## src/rtl/branch_predictor.sv

```systemverilog
// -----------------------------------------------------------------------------
// branch_predictor
//
// Next-PC predictor for the fetch stage of the 5-stage pipeline. It replaces
// the fixed PC+INSTSIZE guess with a direct-mapped branch target buffer (BTB)
// and a pattern history table (PHT) of saturating counters. The PHT is indexed
// either by PC bits alone (bimodal, GSHARE = 0) or by PC bits XOR the global
// history register (gshare, GSHARE = 1).
//
// Lookup is purely combinational on pc_FE. Training happens on the rising clock
// edge whenever EX resolves a conditional branch or a JAL. Two saturating
// statistics counters feed the HEX/LEDR debug path.
//
// Ports
//   clk             single clock, all state updates on posedge
//   RESET_N         asynchronous active-low reset
//   pc_FE           current fetch PC
//   pcpred_FE       predicted next PC
//   predtaken_FE    1 when the prediction is a taken redirect
//   ghr_FE          global history snapshot, carried down the pipe to EX
//   upd_valid_EX    EX resolves a branch or JAL this cycle
//   upd_isjmp_EX    resolved instruction is JAL (0 = conditional branch)
//   upd_pc_EX       PC of the resolved instruction
//   upd_taken_EX    actual direction (always 1 for JAL)
//   upd_target_EX   actual taken target
//   upd_ghr_EX      ghr_FE snapshot that travelled with the instruction
//   upd_mispred_EX  EX detected a mispredict (statistics only)
//   cnt_br          number of resolved branches/JALs (saturating)
//   cnt_mispred     number of mispredicts (saturating)
// -----------------------------------------------------------------------------
module branch_predictor #(
  parameter int DBITS     = 32,
  parameter int INDEXBITS = 6,
  parameter int TAGBITS   = 8,
  parameter int CTRBITS   = 2,
  parameter int GSHARE    = 0,
  parameter int CNTBITS   = 16,
  parameter int INSTSIZE  = 4
) (
  input  logic                 clk,
  input  logic                 RESET_N,
  input  logic [DBITS-1:0]     pc_FE,
  output logic [DBITS-1:0]     pcpred_FE,
  output logic                 predtaken_FE,
  output logic [INDEXBITS-1:0] ghr_FE,
  input  logic                 upd_valid_EX,
  input  logic                 upd_isjmp_EX,
  input  logic [DBITS-1:0]     upd_pc_EX,
  input  logic                 upd_taken_EX,
  input  logic [DBITS-1:0]     upd_target_EX,
  input  logic [INDEXBITS-1:0] upd_ghr_EX,
  input  logic                 upd_mispred_EX,
  output logic [CNTBITS-1:0]   cnt_br,
  output logic [CNTBITS-1:0]   cnt_mispred
);

  localparam int ENTRIES = 1 << INDEXBITS;
  localparam int TAGLSB  = INDEXBITS + 2;
  localparam int TAGMSB  = INDEXBITS + TAGBITS + 1;

  localparam logic [CTRBITS-1:0] CTR_MAX  = {CTRBITS{1'b1}};
  localparam logic [CTRBITS-1:0] CTR_MIN  = {CTRBITS{1'b0}};
  localparam logic [CTRBITS-1:0] CTR_ONE  = {{(CTRBITS-1){1'b0}}, 1'b1};
  // Weakly not-taken: MSB clear, all lower bits set (01 for a 2-bit counter).
  localparam logic [CTRBITS-1:0] CTR_INIT = {1'b0, {(CTRBITS-1){1'b1}}};

  localparam logic [CNTBITS-1:0] CNT_MAX  = {CNTBITS{1'b1}};
  localparam logic [CNTBITS-1:0] CNT_ONE  = {{(CNTBITS-1){1'b0}}, 1'b1};
  localparam logic [CNTBITS-1:0] CNT_ZERO = {CNTBITS{1'b0}};

  localparam logic [DBITS-1:0]     PC_INC    = DBITS'(INSTSIZE);
  localparam logic [TAGBITS-1:0]   TAG_ZERO  = {TAGBITS{1'b0}};
  localparam logic [DBITS-1:0]     ADDR_ZERO = {DBITS{1'b0}};
  localparam logic [INDEXBITS-1:0] GHR_ZERO  = {INDEXBITS{1'b0}};

  // Saturating up/down step of a PHT counter.
  function automatic logic [CTRBITS-1:0] ctr_next(input logic [CTRBITS-1:0] ctr,
                                                   input logic              taken);
    logic [CTRBITS-1:0] res;
    res = ctr;
    if (taken) begin
      if (ctr != CTR_MAX) res = ctr + CTR_ONE;
      else                res = ctr;
    end else begin
      if (ctr != CTR_MIN) res = ctr - CTR_ONE;
      else                res = ctr;
    end
    return res;
  endfunction

  // Saturating increment of a statistics counter; never wraps to zero.
  function automatic logic [CNTBITS-1:0] cnt_sat_inc(input logic [CNTBITS-1:0] cnt);
    logic [CNTBITS-1:0] res;
    if (cnt != CNT_MAX) res = cnt + CNT_ONE;
    else                res = cnt;
    return res;
  endfunction

  // ---------------------------------------------------------------------------
  // Storage (all flops with asynchronous clear)
  // ---------------------------------------------------------------------------
  logic [ENTRIES-1:0]   btb_valid_r;
  logic [ENTRIES-1:0]   btb_jmp_r;
  logic [TAGBITS-1:0]   btb_tag_r    [ENTRIES];
  logic [DBITS-1:0]     btb_target_r [ENTRIES];
  logic [CTRBITS-1:0]   pht_r        [ENTRIES];
  logic [INDEXBITS-1:0] ghr_r;
  logic [CNTBITS-1:0]   cnt_br_r;
  logic [CNTBITS-1:0]   cnt_mispred_r;

  // Fetch-side lookup signals
  logic [INDEXBITS-1:0] fe_bidx_s;
  logic [TAGBITS-1:0]   fe_tag_s;
  logic [INDEXBITS-1:0] fe_pidx_s;
  logic                 fe_hit_s;
  logic                 fe_taken_s;
  logic [DBITS-1:0]     fe_pred_s;

  // EX-side update signals
  logic [INDEXBITS-1:0] upd_bidx_s;
  logic [TAGBITS-1:0]   upd_tag_s;
  logic [INDEXBITS-1:0] upd_pidx_s;
  logic                 btb_we_s;
  logic                 pht_we_s;

  // Byte-offset bits and PC bits above the tag never select anything.
  logic unused_upd_pc_bits_s;
  assign unused_upd_pc_bits_s = ^{upd_pc_EX[1:0], upd_pc_EX[DBITS-1:TAGMSB+1]};

  // Combinational lookup on the fetch PC. The lookup reads the stored state
  // directly, so a same-cycle update is only visible from the next cycle on.
  // While RESET_N is low every valid bit is cleared, so the lookup misses and
  // falls through to pc_FE + INSTSIZE without extra gating.
  always_comb begin
    fe_bidx_s = pc_FE[INDEXBITS+1:2];
    fe_tag_s  = pc_FE[TAGMSB:TAGLSB];
    if (GSHARE != 0) begin
      fe_pidx_s = fe_bidx_s ^ ghr_r;
    end else begin
      fe_pidx_s = fe_bidx_s;
    end
    fe_hit_s   = btb_valid_r[fe_bidx_s] && (btb_tag_r[fe_bidx_s] == fe_tag_s);
    fe_taken_s = fe_hit_s && (btb_jmp_r[fe_bidx_s] || pht_r[fe_pidx_s][CTRBITS-1]);
    if (fe_taken_s) begin
      fe_pred_s = btb_target_r[fe_bidx_s];
    end else begin
      fe_pred_s = pc_FE + PC_INC;
    end
  end

  assign pcpred_FE    = fe_pred_s;
  assign predtaken_FE = fe_taken_s;
  assign ghr_FE       = ghr_r;
  assign cnt_br       = cnt_br_r;
  assign cnt_mispred  = cnt_mispred_r;

  // Decode the resolved instruction into table indices and write enables.
  // The PHT index uses the history snapshot taken at fetch time, not the live
  // GHR, so the counter trained is the one that produced the prediction.
  always_comb begin
    upd_bidx_s = upd_pc_EX[INDEXBITS+1:2];
    upd_tag_s  = upd_pc_EX[TAGMSB:TAGLSB];
    if (GSHARE != 0) begin
      upd_pidx_s = upd_bidx_s ^ upd_ghr_EX;
    end else begin
      upd_pidx_s = upd_bidx_s;
    end
    // Only taken outcomes allocate; not-taken branches leave the BTB alone.
    btb_we_s = upd_valid_EX && upd_taken_EX;
    // JALs are always taken and never touch direction state.
    pht_we_s = upd_valid_EX && !upd_isjmp_EX;
  end

  // BTB: allocate/overwrite the direct-mapped entry on every taken outcome.
  always_ff @(posedge clk or negedge RESET_N) begin
    if (!RESET_N) begin
      btb_valid_r <= {ENTRIES{1'b0}};
      btb_jmp_r   <= {ENTRIES{1'b0}};
      for (int i = 0; i < ENTRIES; i++) begin
        btb_tag_r[i]    <= TAG_ZERO;
        btb_target_r[i] <= ADDR_ZERO;
      end
    end else if (btb_we_s) begin
      btb_valid_r[upd_bidx_s]  <= 1'b1;
      btb_jmp_r[upd_bidx_s]    <= upd_isjmp_EX;
      btb_tag_r[upd_bidx_s]    <= upd_tag_s;
      btb_target_r[upd_bidx_s] <= upd_target_EX;
    end
  end

  // PHT: saturating counter training for conditional branches.
  always_ff @(posedge clk or negedge RESET_N) begin
    if (!RESET_N) begin
      for (int i = 0; i < ENTRIES; i++) begin
        pht_r[i] <= CTR_INIT;
      end
    end else if (pht_we_s) begin
      pht_r[upd_pidx_s] <= ctr_next(pht_r[upd_pidx_s], upd_taken_EX);
    end
  end

  // Global history: shift in the outcome of each conditional branch.
  always_ff @(posedge clk or negedge RESET_N) begin
    if (!RESET_N) begin
      ghr_r <= GHR_ZERO;
    end else if (pht_we_s) begin
      ghr_r <= {ghr_r[INDEXBITS-2:0], upd_taken_EX};
    end
  end

  // Statistics: saturating resolved-branch and mispredict counters.
  always_ff @(posedge clk or negedge RESET_N) begin
    if (!RESET_N) begin
      cnt_br_r      <= CNT_ZERO;
      cnt_mispred_r <= CNT_ZERO;
    end else if (upd_valid_EX) begin
      cnt_br_r <= cnt_sat_inc(cnt_br_r);
      if (upd_mispred_EX) begin
        cnt_mispred_r <= cnt_sat_inc(cnt_mispred_r);
      end
    end
  end

endmodule

```

## config.mk

```make
export PLATFORM = sky130hd
export DESIGN_NAME = branch_predictor
export DESIGN_NICKNAME = d
export VERILOG_FILES = /design/src/rtl/branch_predictor.sv
export SDC_FILE = /design/constraint.sdc
export NUM_CORES = 2
export LEC_CHECK = 0
export CORE_MARGIN = 3
export CORE_UTILIZATION = 55
export CTS_CLUSTER_DIAMETER = 200
export DETAILED_ROUTE_END_ITERATION = 12
export PLACE_DENSITY = 0.74
export SLEW_MARGIN = 25
export SYNTH_ARGS = -nofsm -noshare
export SYNTH_HDL_FRONTEND = slang
export SYNTH_SLANG_ARGS = --single-unit
export TNS_END_PERCENT = 5
```

## constraint.sdc

```tcl
create_clock -name clk -period 11.15 [get_ports clk]
set_input_delay 2.23 -clock clk [delete_from_list [all_inputs] [get_ports clk]]
set_output_delay 2.23 -clock clk [all_outputs]
set_load 0.1 [all_outputs]
```

==> out/qor.csv <==
stage;metric;value;unit
cts;post-cts hold buffer count;0;
critical_path;crit-path max FO;94;
placement;I/O Buffers;154;
synth;Cells after Synth;8218;
synth;Mapped Area;129900;um^2
drt;antenna-violating nets left;0;
final_layout;layout cells sized above 1;54.05;%
critical_path;Setup crit end kind;primary output;
synth;Top FF cell, synth;dfrtp_1;
min_path;Hold/Removal Path Class;reg2reg;
cts;clock buffer depth;4;
synth;Seq/Total Area, Yosys;55.05;%
drt;Via density;6.631;
drt;via count;75780;
synth;Area contributors post-synth;dfrtp_1 54%, mux2_2 24%, mux4_2 13%;
final_layout;Post-Route Utilization;61.60;%
global_routing;largest net degree at the start of global routing;177;
critical_path;slowest CP cell;nor4_4;
critical_path;crit path cell chain;buf_8, buf_12, nor2b_1, a221o_1, a21oi_1, a2111oi_0, xnor2_1, o211ai_1, nor4_4, buf_4, mux2i_1, buf_4;
critical_path;most numerous cell on the critical path;buf_4;
global_routing;initial antenna violation count;25;
floorplanning;# IOs;179;
global_routing;gr usage total;31.24;%
synth;largest area contributor in the netlist;dfrtp_1;
synth;Seq cells post-synth;2854;
cts;clock sinks;2854;
critical_path;Arrival @ worst endpoint;7.53;ns
cts;Root Driver;clkbuf_16;
timing;Slew HR;22.65;%
timing;RSZ-0062 raised after global routing;no;
floorplanning;die outline height;491.9;um
floorplanning;starting density of the core;55.58;%
cts;CTS tree;built;
timing;setup TNS;0;ns
cts;post-CTS sizing;0;
drt;DR iter-0 viols;7724;
critical_path;Critical Path RT;8.92;ns
floorplanning;full die area;242000;um^2
global_routing;vias in the first global route;78616;
floorplanning;width of the chip;491.9;um
timing;fmax;102.5;MHz
drt;DRC errors left;0;
critical_path;CP peak stage delay;0.93;ns
timing;Final min period;9.758;ns
timing;part of the cycle the worst path needs;87.51;%
timing;endpoints failing setup;0;
placement;gpl congestion;0.8242;
run;Max Cap Viol;0;
cts;Clk pin slew, worst setup/hold paths;0.06;ns
synth;unique cell type count in the Yosys netlist;74;
synth;synthesized area per cell;15.80;um^2
synth;top cell type's share of synthesized area;53.76;%
floorplanning;core footprint;233600;um^2
drt;wire per inst;32.96;um
timing;worst-margin pin slew;1.160;ns
global_routing;grt total ovfl;0;
synth;synth warn;0;
cts;Skew-Pair Late Insertion Delay;0.96;ns
cts;setup bufs post-CTS;0;
floorplanning;Cell Rows;177;
synth;Net Count, Synth;8329;
drt;DR pass1 iterations;5;
power;peak supply drop;0.1802;mV
global_routing;first-pass GRT wire length;552800;um
timing;Fin. Hold Viols;0;
timing;Max Slew Vio Count;0;
drt;final WL;376700;um
power;LEAKAGE;66.62;nW
timing;Clock Skews;0.02789;ns
power;Cell Pwr Density;170.1;nW/um^2
critical_path;kind of critical path;in2out;
cts;CTS buffer count;312;
critical_path;CP Launch Type;input pin;
status;status;complete, no violations;
synth;Async S/R FF share, synth;100.0;%
final_layout;nets;8164;
synth;Post-synth EDFFs;0;
final_layout;area delta synth->final;10.83;%
cts;H-tree depth;5;
placement;Post-DP HPWL;211600;um
==> cells by family (layout without fill, tap and decap cells) <==
family,Yosys count,in the layout,synth area share [%]
AOI/OAI and AO/OA,286,286,1.583
xor gates and xnor gates,68,68,0.4586
adders and majority gates,5,5,0.04432
buffers and inverters,831,885,2.712
DFF,2854,2854,55.05
muxes,3631,3631,38.13
other,0,25,0
and+or+nand+nor,543,543,2.017
==> path summary, 6_finish.rpt <==
check | start | to | slack [ns] | cells after the start
min in group asynchronous | RESET_N | cnt_mispred[8]$_DFFE_PN0P_ | 1.21 | 1
hold reg to reg | btb_valid_r[9]$_DFFE_PN0P_ | btb_valid_r[9]$_DFFE_PN0P_ | 0.46 | 2
max in group asynchronous | RESET_N | btb_target_r[1858]$_DFFE_PN0P_ | 7.57 | 3
setup reg to reg | pht_r[29]$_DFFE_PN0P_ | pht_r[101]$_DFFE_PN0P_ | 7.86 | 8
setup / recovery | pc_FE[3] | pcpred_FE[4] | 1.39 | 12
hold / removal | btb_valid_r[9]$_DFFE_PN0P_ | btb_valid_r[9]$_DFFE_PN0P_ | 0.46 | 2
==> cell usage after synthesis, types with 41 or more instances <==
| cell type | number |
|---|---|
| buf_1 | 67 |
| a22oi_1 | 56 |
| mux4_2 | 754 |
| dfrtp_1 | 2790 |
| clkbuf_1 | 587 |
| nor2_1 | 179 |
| mux2_2 | 2770 |
| dfstp_2 | 64 |
| or2_2 | 67 |
| nand2_1 | 117 |
| nand3_1 | 41 |
| mux2i_1 | 77 |
| buf_2 | 119 |
==> sequential cells by signal (all words and copies together), names as in the netlist <==
register      flops
btb_jmp_r        64
btb_tag_r       512
btb_target_r   2048
btb_valid_r      64
cnt_br           16
cnt_mispred      16
ghr_FE            6
pht_r           128
==> where the power goes <==
part	total, mW	switching [mW]	internal (mW)
logic	2.67	1.37	1.30
registers	11.7	0.442	11.2
clock network	10.1	4.15	5.98
total	24.5	5.96	18.5
==> critical path: cells and delay by family <==
kind | cells | cell delay [ns]
multiplexers | 1 | 0.39
AND/OR/NAND/NOR | 2 | 1.52
buffers and inverters | 4 | 1.83
XOR/XNOR | 1 | 0.19
AO/OA/AOI/OAI | 4 | 1.24
==> stage by stage <==
| step | cells | power, mW | area [um^2] | worst slack [ns] | hold slack [ns] |
|---|---|---|---|---|---|
| final | 11429 | 24.48 | 143900 | 1.392 | 0.4590 |
| after global routing | 11420 | 25.30 | 143900 | 1.359 | 0.4684 |
| after CTS | 11401 | 24.60 | 143800 | 1.418 | 0.4612 |
| after detailed placement | 10868 | 14.53 | 133900 | 1.454 | 0.4480 |
| after global placement | 10864 | 14.36 | 133800 | 1.435 | 0.4455 |
| after floorplan | 8218 | 13.65 | 129900 | 2.458 | 0.4277 |
==> cell type report <==
cell class | count | area (um^2)
Timing Repair Buffer | 340 | 3144
Tap cell | 3132 | 3919
Antenna cell | 25 | 62.56
Fill cell | 16800 | 89710
Clock inverter | 70 | 728.2
Multi-Input combinational cell | 4533 | 55340
Sequential cell | 2854 | 71500
Clock buffer | 463 | 9196
Inverter | 12 | 47.55
==> routing by layer <==
metal	global-route usage, %	vias up	routed length [um]
li1	-	30088	-
met1	44.73	41752	156100
met2	47.00	3134	171600
met3	6.871	802	32260
met4	12.33	4	16710
met5	0	-	22
==> cell usage in the layout (no fill, tap or decap), types with 37 or more instances in the layout <==
master	Yosys	final
dfstp_2	64	64
mux4_2	754	754
or2_2	67	67
clkbuf_8	0	63
buf_4	30	190
a22oi_1	56	56
mux2i_1	77	77
clkbuf_1	587	79
nor2_1	179	115
dfrtp_1	2790	2790
nand3_1	41	41
clkbuf_16	0	321
clkinv_2	0	47
xnor2_1	37	37
nand2_1	117	116
clkdlybuf4s50_1	0	75
nor2_4	0	64
mux2_2	2770	2770
Power figures use the tool's default switching activity.
